## config.mk

```make
export PLATFORM = sky130hd
export DESIGN_NAME = of_ex_stage_reg
export DESIGN_NICKNAME = d
export VERILOG_FILES = /design/src/rtl/simplerisc_pkg.sv /design/src/rtl/of_ex_slot.sv /design/src/rtl/of_ex_stage_reg.sv
export SDC_FILE = /design/constraint.sdc
export NUM_CORES = 1
export LEC_CHECK = 0
export CORE_ASPECT_RATIO = 1.4
export CORE_UTILIZATION = 54
export DETAILED_ROUTE_END_ITERATION = 12
export PLACE_DENSITY = 0.86
export SYNTH_ARGS = -nofsm -noshare
export SYNTH_HDL_FRONTEND = slang
export SYNTH_SLANG_ARGS = --single-unit
```

## constraint.sdc

```tcl
create_clock -name Clk -period 3.9 [get_ports Clk]
set_clock_uncertainty 0.05 [all_clocks]
set_input_delay 0.78 -clock Clk [delete_from_list [all_inputs] [get_ports Clk]]
set_output_delay 0.78 -clock Clk [all_outputs]
set_load 0.01 [all_outputs]
```

## src/rtl/simplerisc_pkg.sv

```systemverilog
// Shared SimpleRisc definitions: control-flag layout and defaults used by the OF/EX boundary.
package simplerisc_pkg;

    localparam int CTRL_W    = 9;
    localparam int ALU_W_DEF = 5;

    localparam int CTRL_IS_CALL      = 8;
    localparam int CTRL_IS_UBRANCH   = 7;
    localparam int CTRL_IS_WB        = 6;
    localparam int CTRL_IS_IMMEDIATE = 5;
    localparam int CTRL_IS_RET       = 4;
    localparam int CTRL_IS_BGT       = 3;
    localparam int CTRL_IS_BEQ       = 2;
    localparam int CTRL_IS_LD        = 1;
    localparam int CTRL_IS_ST        = 0;

    localparam logic [CTRL_W-1:0] NOP_CTRL = '0;

    // An invalid slot must look like a NOP to Execute.
    function automatic logic [CTRL_W-1:0] gate_ctrl(input logic vld, input logic [CTRL_W-1:0] ctrl);
        return vld ? ctrl : NOP_CTRL;
    endfunction

endpackage

```

## src/rtl/of_ex_slot.sv

```systemverilog
// One OF->EX storage entry: valid bit plus flattened payload, with load and clear.
module of_ex_slot #(
    parameter int W = 32
) (
    input  logic         clk,
    input  logic         rst,
    input  logic         load,
    input  logic         clear,
    input  logic [W-1:0] d,
    output logic         valid,
    output logic [W-1:0] q
);

    // Clear wins over load so a flush can never be overridden by a refill.
    always_ff @(posedge clk) begin
        if (rst) begin
            valid <= 1'b0;
            q     <= '0;
        end else if (clear) begin
            valid <= 1'b0;
        end else if (load) begin
            valid <= 1'b1;
            q     <= d;
        end
    end

endmodule

```

## src/rtl/of_ex_stage_reg.sv

```systemverilog
// Flow-controlled OF->EX pipeline register with optional skid entry, flush and saturating stall counter.
module of_ex_stage_reg
    import simplerisc_pkg::*;
#(
    parameter int DATA_W = 32,
    parameter int ALU_W  = ALU_W_DEF,
    parameter int SKID   = 1,
    parameter int CNT_W  = 16
) (
    input  logic              Clk,
    input  logic              Rst,
    input  logic              in_valid,
    output logic              in_ready,
    input  logic [DATA_W-1:0] in_pc,
    input  logic [DATA_W-1:0] in_instr,
    input  logic [DATA_W-1:0] in_op1,
    input  logic [DATA_W-1:0] in_op2,
    input  logic [DATA_W-1:0] in_immd,
    input  logic [DATA_W-1:0] in_btarget,
    input  logic [ALU_W-1:0]  in_alu,
    input  logic [CTRL_W-1:0] in_ctrl,
    input  logic              flush,
    output logic              out_valid,
    input  logic              out_ready,
    output logic [DATA_W-1:0] out_pc,
    output logic [DATA_W-1:0] out_instr,
    output logic [DATA_W-1:0] out_op1,
    output logic [DATA_W-1:0] out_op2,
    output logic [DATA_W-1:0] out_immd,
    output logic [DATA_W-1:0] out_btarget,
    output logic [ALU_W-1:0]  out_alu,
    output logic [CTRL_W-1:0] out_ctrl,
    output logic [CNT_W-1:0]  stall_cnt
);

    localparam int PAY_W = 6 * DATA_W + ALU_W + CTRL_W;

    logic [PAY_W-1:0] in_pay;
    logic [PAY_W-1:0] main_d;
    logic [PAY_W-1:0] main_q;
    logic [PAY_W-1:0] skid_q;
    logic             main_v;
    logic             skid_v;
    logic             xfer_in;
    logic             xfer_out;
    logic             main_from_skid;
    logic             main_from_in;
    logic             main_load;
    logic             main_clear;
    logic             skid_load;
    logic             skid_clear;
    logic [ALU_W-1:0] main_alu;
    logic [CTRL_W-1:0] main_ctrl;

    assign in_pay = {in_pc, in_instr, in_op1, in_op2, in_immd, in_btarget, in_alu, in_ctrl};

    assign xfer_in  = in_valid & in_ready & ~flush;
    assign xfer_out = main_v & out_ready;

    // Skid has priority into main so FIFO order is kept; new input only bypasses an empty skid.
    assign main_from_skid = skid_v & xfer_out;
    assign main_from_in   = xfer_in & ~skid_v & (~main_v | out_ready);
    assign main_load      = main_from_skid | main_from_in;
    assign main_d         = main_from_skid ? skid_q : in_pay;
    assign main_clear     = flush | (xfer_out & ~main_load);
    assign skid_load      = xfer_in & main_v & ~out_ready;
    assign skid_clear     = flush | main_from_skid;

    of_ex_slot #(.W(PAY_W)) u_main (
        .clk   (Clk),
        .rst   (Rst),
        .load  (main_load),
        .clear (main_clear),
        .d     (main_d),
        .valid (main_v),
        .q     (main_q)
    );

    generate
        if (SKID != 0) begin : g_skid
            of_ex_slot #(.W(PAY_W)) u_skid (
                .clk   (Clk),
                .rst   (Rst),
                .load  (skid_load),
                .clear (skid_clear),
                .d     (in_pay),
                .valid (skid_v),
                .q     (skid_q)
            );
            // Depends only on a register (plus reset), so OF sees no combinational path from EX.
            assign in_ready = ~Rst & ~skid_v;
        end else begin : g_noskid
            assign skid_v   = 1'b0;
            assign skid_q   = '0;
            assign in_ready = ~Rst & (~main_v | out_ready);
        end
    endgenerate

    assign {out_pc, out_instr, out_op1, out_op2, out_immd, out_btarget, main_alu, main_ctrl} = main_q;
    assign out_valid = main_v;
    assign out_alu   = main_v ? main_alu : '0;
    assign out_ctrl  = gate_ctrl(main_v, main_ctrl);

    always_ff @(posedge Clk) begin
        if (Rst) begin
            stall_cnt <= '0;
        end else if (main_v && !out_ready && !flush && (stall_cnt != {CNT_W{1'b1}})) begin
            stall_cnt <= stall_cnt + CNT_W'(1);
        end
    end

endmodule

```

# Yosys cells after proc, flatten, opt, wreduce, memory -nomap -nowiden
# Cells that the tools add are included.
totals:
  reg_bits: 430
  in_bits: 211
  output_inout_bits: 224
  word_cells: 41
classes:
  addsub: 1
  eq_ne: 1
  n_mux: 3
  bitwise_logic: 22
  reduce_logical: 9
op_table:
  columns: ["operator", "n"]
  rows:
  - ["2-to-1 mux 206 bit", 1]
  - ["adder 16 x 1 -> 16 bit (second input constant)", 1]
  - ["!= test 16 bit (second input constant)", 1]
  - ["bitwise AND 1 bit", 10]
  - ["2-to-1 mux 9 bit", 1]
  - ["NOT 1 bit", 8]
  - ["2-to-1 mux 5 bit", 1]
  - ["bitwise OR 1 bit", 4]
  - ["AND reduction 2 bit", 2]
  - ["OR reduction 2 bit", 2]
  - ["logical AND 1 bit", 3]
  - ["logical NOT 1 bit", 2]

# Logic depth before layout (Yosys ltp)
# Gate-level depths: netlist of the first run.
logic_depth:
  ltp_word: 12
  mapped_depth: 8
  ltp_nobuf: 5

# Cells and area by module
# Synthesis of the first run repeated with hierarchy kept, for this count alone.
unflattened:
  hier_cells: 2234
  hier_area_um2: 23034.6
by_module_without_submodules:
  columns: ["mod", "n_inst", "cells_per_inst", "area_each_um2", "seq_area_each_um2"]
  rows:
  - ["of_ex_slot", 2, 943, 9811.9, 4144.0]
  - ["of_ex_stage_reg", 1, 348, 3410.8, 320.3]

# Least setup slack after synthesis of the first run
# OpenSTA, ideal clock, no wires.
synth_timing:
  path_type: "input to output"
  from: "input port Rst"
  to: "output port in_ready"
  arrival_ns: 1.665
  required_ns: 3.070
  setup_slack_ns: 1.405
  stages: 4
  n_path_buf: 3
  cell_sequence: "clkbuf_1 -> clkbuf_1 -> clkbuf_1 -> nor2_1"
synth_via:
  elab_chain_len: 2
synth_lines:
  columns: ["item", "line_no", "text"]
  rows:
  - ["start, declared", "of_ex_stage_reg.sv:11", "input logic Rst,"]
  - ["NOT 1 bit", "of_ex_stage_reg.sv:91", "assign in_ready = ~Rst & ~skid_v;"]
  - ["bitwise AND 1 bit", "of_ex_stage_reg.sv:91", null]
  - ["end, declared", "of_ex_stage_reg.sv:13", "output logic in_ready,"]
# Every way passes these cells.

# Worst setup path after layout of the first run
layout_timing:
  from: "register u_main.valid"
  to: "output port out_alu[2]"
layout_via:
  elab_chain_len: 1
layout_lines:
  columns: ["item", "line_no", "text"]
  rows:
  - ["start, declared", "of_ex_slot.sv:10", "output logic valid,"]
  - ["start signal, assigned", "of_ex_slot.sv:17", "valid <= 1'b0;"]
  - ["start signal, assigned", "of_ex_slot.sv:20", "valid <= 1'b0;"]
  - ["start signal, assigned", "of_ex_slot.sv:22", "valid <= 1'b1;"]
  - ["2-to-1 mux 5 bit", "of_ex_stage_reg.sv:101", "assign out_alu = main_v ? main_alu : '0;"]
  - ["end, declared", "of_ex_stage_reg.sv:31", "output logic [ALU_W-1:0] out_alu,"]
# Every way passes these cells.

==> impl_metrics.csv, run 1 <==
group,metric,value,unit
floorplanning,rows,79,
floorplanning,die_w,157.3,um
global_route,first_global_vias,15650,
critical_path,worstPathRequired,3.07,ns
logic_synthesis,synth_top_cell_by_area,"dfxtp_1",
layout,stdcell_count,2956,
logic_synthesis,yosysUniqueCellTypes,38,
critical_path,endpoint,"out_alu[2]",
clock_tree,cts_inserted_buffers,41,
place,io_buffers,434,
min_path,hp-class,"reg -> reg",
clock_tree,clock-root-buffer,"clkbuf_16",
global_route,grt-ovfl-total,0,
logic_synthesis,synth_common_cells,"829 x nand2_1, 430 x dfxtp_1, 220 x a21oi_1, 211 x nor2_1, 207 x a311oi_1",
logic_synthesis,yosysTopAreaCellShare,0.4721,
timing,tightest_slew,0.8485,ns
clock_tree,post_cts_buffers,0,
critical_path,worstSetupPathType,"reg -> out",
critical_path,crit_buf_inv,1,
timing,fin_ws,0.8330,ns
layout,stdcell_area,22610,um2
critical_path,rrSetupSlack,1.07,ns
timing,fmax,326.1,MHz
timing,timing.slew.headroom,0.4343,
critical_path,cp_max_fo,22,
critical_path,crit_arrival,2.24,ns
critical_path,cp.depth,2,
timing,tns,0,ns
floorplanning,die_h,219.4,um
logic_synthesis,syn_area,18230,um2
power_and_ir_drop,power.density,413.1,nW/um2
critical_path,r2r-end,"u_main.q[187]",
run,maxCapViolCount,0,
critical_path,crit_chain,"and2_1 > clkdlybuf4s50_1",
logic_synthesis,synth-edff-count,0,
drt,wl_per_cell,17.31,um
global_route,grt.total_usage,0.2855,
floorplanning,die-area,34520,um2
critical_path,startpoint,"u_main.valid",
drt,dr.first_iter.drc_count,1351,
place,hpwlAfterDp,32.03,mm
floorplanning,core,33210,um2
drt,antenna_left,0,
place,post_dp_cell_area,21320,um2
critical_path,start_kind,"register",
layout,nets,2693,
timing,period_needed,3.067,ns
logic_synthesis,syn_nets,2570,
clock_tree,hold_buffers,0,
timing,maxSlewViolCount,0,
critical_path,slowest_delay,0.86,ns
drt,via_per_inst,5.627,
critical_path,path_delay_family,"flip-flops",
place,post-place-ws,0.5562,ns
critical_path,crit_slowest_cell,"dfxtp_1",
clock_tree,clkTransAtPathRegs,0.06,ns
timing,finalHoldViolations,0,
critical_path,end_kind,"primary output",
global_route,antenna_found_initial,8,
layout,area_growth,23.98,%
outcome,status,"finished clean",
min_path,holdPathStages,2,
clock_tree,htree_levels,2,
logic_synthesis,yosysMostFrequentCell,"nand2_1",
logic_synthesis,synthArstFlopShare,0,
floorplanning,start_util,0.5491,
layout,layout-drive-gt1-share,0.03676,
clock_tree,clk_latency,0.54,ns
place,place_congestion,0.8368,
timing,post-route-period-util,0.7864,
logic_synthesis,synth_seq_cells,430,
floorplanning,io_pins,435,
logic_synthesis,synth_cells,2358,
drt,vias,16630,
clock_tree,cts_resized,0,
clock_tree,cts_tree,"yes",
place,place_inst,2883,
drt,finalWirelength,51.16,mm
global_route,grt_pass1_wl,79.29,mm
logic_synthesis,syn_area_per_cell,7.733,um2
timing,finalSetupViolations,0,
global_route,grt_max_degree,190,
logic_synthesis,synthTopCellsByArea,"dfxtp_1 47%, nand2_1 17%, a311oi_1 9.9%, buf_4 8.2%, a21oi_1 6.0%",
drt,drc,0,
timing,rsz0062_at_grt,"no",
power_and_ir_drop,finalPower,9339,uW
logic_synthesis,synthFlopType,"dfxtp_1",
logic_synthesis,yosys_warnings,0,
clock_tree,cts.sinks,430,
logic_synthesis,ys_seq_area_frac,0.4721,
critical_path,r2r_start,"u_main.valid",
drt,firstDrtPassIters,5,
clock_tree,cts_buffer_depth,3,
critical_path,r2r_cells,6,
power_and_ir_drop,ir_drop,0.3323,mV
power_and_ir_drop,p_leak,0.007679,uW
==> worst reg2reg max path, delay by kind of cell (launching register included) <==
kind,cells,cell delay (ns)
buffers and inverters,2,0.70
AO/OA/AOI/OAI,2,0.72
flip-flops,1,0.86
AND/OR/NAND/NOR,2,0.39
==> through the flow <==
step | hold WS (ns) | utilization
after global placement | 0.3912 | 0.6420
final | 0.4034 | 0.6807
after detailed placement | 0.3965 | 0.6420
after CTS | 0.4046 | 0.6801
after global routing | 0.4180 | 0.6807
after floorplan | 0.3866 | -
==> kinds of logic (layout without fill, tap and decap cells) <==
| logic type | after synthesis | in the layout | share of synthesized area |
|---|---|---|---|
| flops | 430 | 430 | 0.4721 |
| compound gates | 449 | 449 | 0.1687 |
| fa+ha+maj | 1 | 1 | 0.0006860 |
| other cells | 0 | 8 | 0 |
| buf+inv | 382 | 527 | 0.1237 |
| simple gates | 1096 | 1096 | 0.2348 |
==> power by group <==
part	switching [uW]	total (uW)	internal, uW
registers	73.1	4590	4520
clock network	1630	3830	2210
logic	426	916	490
==> layout by cell type (no fill, tap or decap), types with 3 or more instances in the layout <==
cell,Yosys,routed
buf_4,200,10
nand3_1,6,5
a311oi_1,207,207
nand4_1,8,8
clkbuf_8,0,8
diode_2,0,8
and2_1,15,15
clkdlybuf4s50_1,0,433
dfxtp_1,430,430
clkbuf_1,128,9
buf_12,0,16
o41ai_1,4,4
clkbuf_16,0,41
and4_1,3,3
a21oi_1,220,220
nor2_1,211,210
nand2_1,829,829
nor3_1,3,3
or3_1,6,6
o21ai_0,7,7
==> per-layer routing <==
| metal | routed length [um] | track usage | vias up |
|---|---|---|---|
| met5 | 0 | 0 | - |
| met4 | 3191 | 0.1832 | 0 |
| met3 | 4045 | 0.06675 | 195 |
| met2 | 24870 | 0.4791 | 698 |
| met1 | 19050 | 0.3237 | 7781 |
| li1 | - | - | 7960 |
==> final cells by class <==
class,count,area [um2]
Sequential cell,430,8608
Clock inverter,7,95.09
Multi-Input combinational cell,1546,7406
Timing Repair Buffer,460,4745
Tap cell,445,556.8
Fill cell,2595,10600
Antenna cell,8,20.02
Clock buffer,58,1170
Inverter,2,7.507
==> worst min path at each step <==
| stage | start | to | slack, ns |
|---|---|---|---|
| after floorplan | g_skid.u_skid.q[0] | g_skid.u_skid.q[0] | 0.39 |
| after global placement | g_skid.u_skid.q[102] | g_skid.u_skid.q[102] | 0.39 |
| after detailed placement | g_skid.u_skid.q[121] | g_skid.u_skid.q[121] | 0.40 |
| after CTS | g_skid.u_skid.q[177] | g_skid.u_skid.q[177] | 0.40 |
| after global routing | g_skid.u_skid.q[196] | g_skid.u_skid.q[196] | 0.42 |
| final | g_skid.u_skid.q[62] | g_skid.u_skid.q[62] | 0.40 |
==> registers in the layout, summed over array words and instances, names as in the netlist <==
signal,flops
g_skid.u_skid.q,206
g_skid.u_skid.valid,1
stall_cnt,16
u_main.q,206
u_main.valid,1
Power figures use the tool's default switching activity.
==> inputs of run 2 (changes only) <==
- CORE_UTILIZATION: 54 -> 50
- PLACE_DENSITY: 0.86 -> 0.8
- clock period: 3.9 -> 2.9 ns (I/O delays scaled with it)
==> impl_metrics.csv, run 2 (same netlist as run 1, synthesis figures left out) <==
group,metric,value,unit
layout,layout_common_cells,"829 x nand2_1, 433 x clkdlybuf4s50_1, 430 x dfxtp_1, 220 x a21oi_1, 210 x nor2_1",
clock_tree,clkTransAtPathRegs,0.07,ns
drt,via_per_inst,5.536,
floorplanning,core,35910,um2
critical_path,crit_arrival,2.00,ns
critical_path,crit_slowest_cell,"clkdlybuf4s50_1",
clock_tree,post_cts_buffers,0,
floorplanning,rows,82,
critical_path,end_kind,"primary output",
layout,nets,2718,
floorplanning,io_pins,435,
drt,wl_met1,18.67,mm
timing,finalHoldViolations,0,
place,hpwlAfterDp,33.29,mm
floorplanning,die_h,228.0,um
place,io_buffers,434,
layout,mostFrequentLayoutCell,"nand2_1",
run,maxCapViolCount,0,
timing,rsz0062_at_grt,"no",
timing,fmax,379.5,MHz
global_route,first_global_vias,15860,
power_and_ir_drop,ir_drop,0.4658,mV
drt,dr.first_iter.drc_count,1372,
timing,fin_ws,0.2653,ns
timing,finalSetupViolations,0,
layout,top_regs,"g_skid.u_skid.q x206, u_main.q x206, stall_cnt x16",
min_path,hp-class,"reg -> reg",
power_and_ir_drop,netSwitchingFraction,0.2246,
critical_path,crit_chain,"buf_4 > and2_1 > clkdlybuf4s50_1",
layout,area_growth,27.48,%
timing,tightest_slew,1.084,ns
global_route,antenna_found_initial,15,
drt,highest_layer,"met5",
global_route,grt.total_usage,0.2643,
drt,vias,16670,
clock_tree,cts.sinks,430,
floorplanning,die-area,37250,um2
layout,nFillCells,2918,
timing,maxSlewViolCount,0,
drt,firstDrtPassIters,5,
power_and_ir_drop,comb_power_share,0.094,
clock_tree,cts_resized,0,
global_route,grt_max_degree,241,
power_and_ir_drop,power.density,578.9,nW/um2
drt,drc,0,
critical_path,start_kind,"register",
floorplanning,start_util,0.5078,
clock_tree,htree_levels,2,
outcome,status,"finished clean",
global_route,grt_pass1_wl,80.01,mm
critical_path,worstSetupPathType,"reg -> out",
critical_path,worstPathRequired,2.27,ns
clock_tree,cts_inserted_buffers,43,
drt,met2_wirelength,24.86,mm
clock_tree,cts_tree,"yes",
critical_path,cp_max_fo,14,
drt,wl_per_cell,16.87,um
drt,antenna_left,0,
clock_tree,clock-root-buffer,"clkbuf_16",
clock_tree,clk_latency,0.56,ns
timing,tns,0,ns
timing,whs,0.3952,ns
timing,timing.slew.headroom,0.2771,
clock_tree,cts_buffer_depth,3,
critical_path,slowest_delay,0.61,ns
power_and_ir_drop,pwr-share-clk,0.448,
place,place_congestion,0.8639,
clock_tree,hold_buffers,0,
layout,layout-drive-gt1-share,0.05197,
timing,post-route-period-util,0.9085,
place,post-place-ws,-0.02076,ns
power_and_ir_drop,p_leak,0.007980,uW
power_and_ir_drop,p_int,10440,uW
floorplanning,die_w,163.4,um
timing,period_needed,2.635,ns
drt,finalWirelength,50.80,mm
global_route,grt-ovfl-total,0,
power_and_ir_drop,pwr-share-seq,0.459,
drt,met3RoutedLength,3.624,mm
power_and_ir_drop,power_switching,3022,uW
## run 2: routing by layer
| metal | global-route usage | vias up |
|---|---|---|
| li1 | - | 8027 |
| met2 | 0.4465 | 715 |
| met5 | 0 | - |
| met4 | 0.1875 | 12 |
| met3 | 0.05745 | 197 |
| met1 | 0.2899 | 7722 |
## run 2: through the flow
stage | instances | power, uW | instance area (um2) | utilization
floorplan | 2358 | 6961 | 18240 | -
global placement | 2923 | 7522 | 21670 | 0.6034
detailed placement | 2923 | 7557 | 21670 | 0.6034
CTS | 3002 | 13550 | 23220 | 0.6467
global route | 3010 | 13920 | 23240 | 0.6472
finish | 3012 | 13460 | 23250 | 0.6474
## run 2: power groups by stage
stage | combinational, uW | sequential (uW) | clock [uW]
finish | 1260 | 6170 | 6020
global route | 1350 | 6190 | 6380
CTS | 1260 | 6170 | 6120
detailed placement | 1250 | 6300 | 0
global placement | 1220 | 6300 | 0
floorplan | 692 | 6270 | 0
## run 2: worst paths after layout
path	startpoint	slack (ns)	end	depth (start not counted)
setup reg to reg	g_skid.u_skid.valid	0.64	u_main.q[143]	6
hold reg to reg	g_skid.u_skid.q[140]	0.40	u_main.q[140]	2
setup / recovery	u_main.valid	0.27	out_ctrl[2]	3
hold / removal	g_skid.u_skid.q[140]	0.40	u_main.q[140]	2
## run 2: layout make-up
class                           count  area, um2  area share
Sequential cell                   430       8608      0.3703
Multi-Input combinational cell   1546       7406      0.3186
Timing Repair Buffer              483       5067      0.2180
Clock buffer                       61       1264     0.05436
Tap cell                          462      578.1     0.02487
Clock inverter                     18      290.3     0.01249
Antenna cell                       10      25.02    0.001076
Inverter                            2      7.507   0.0003229
## run 2: worst max-delay path, delay by kind of cell, from the launching register on
family	cells	cell delay (ns)
buf+inv	2	0.87
flops	1	0.45
simple gates	1	0.14
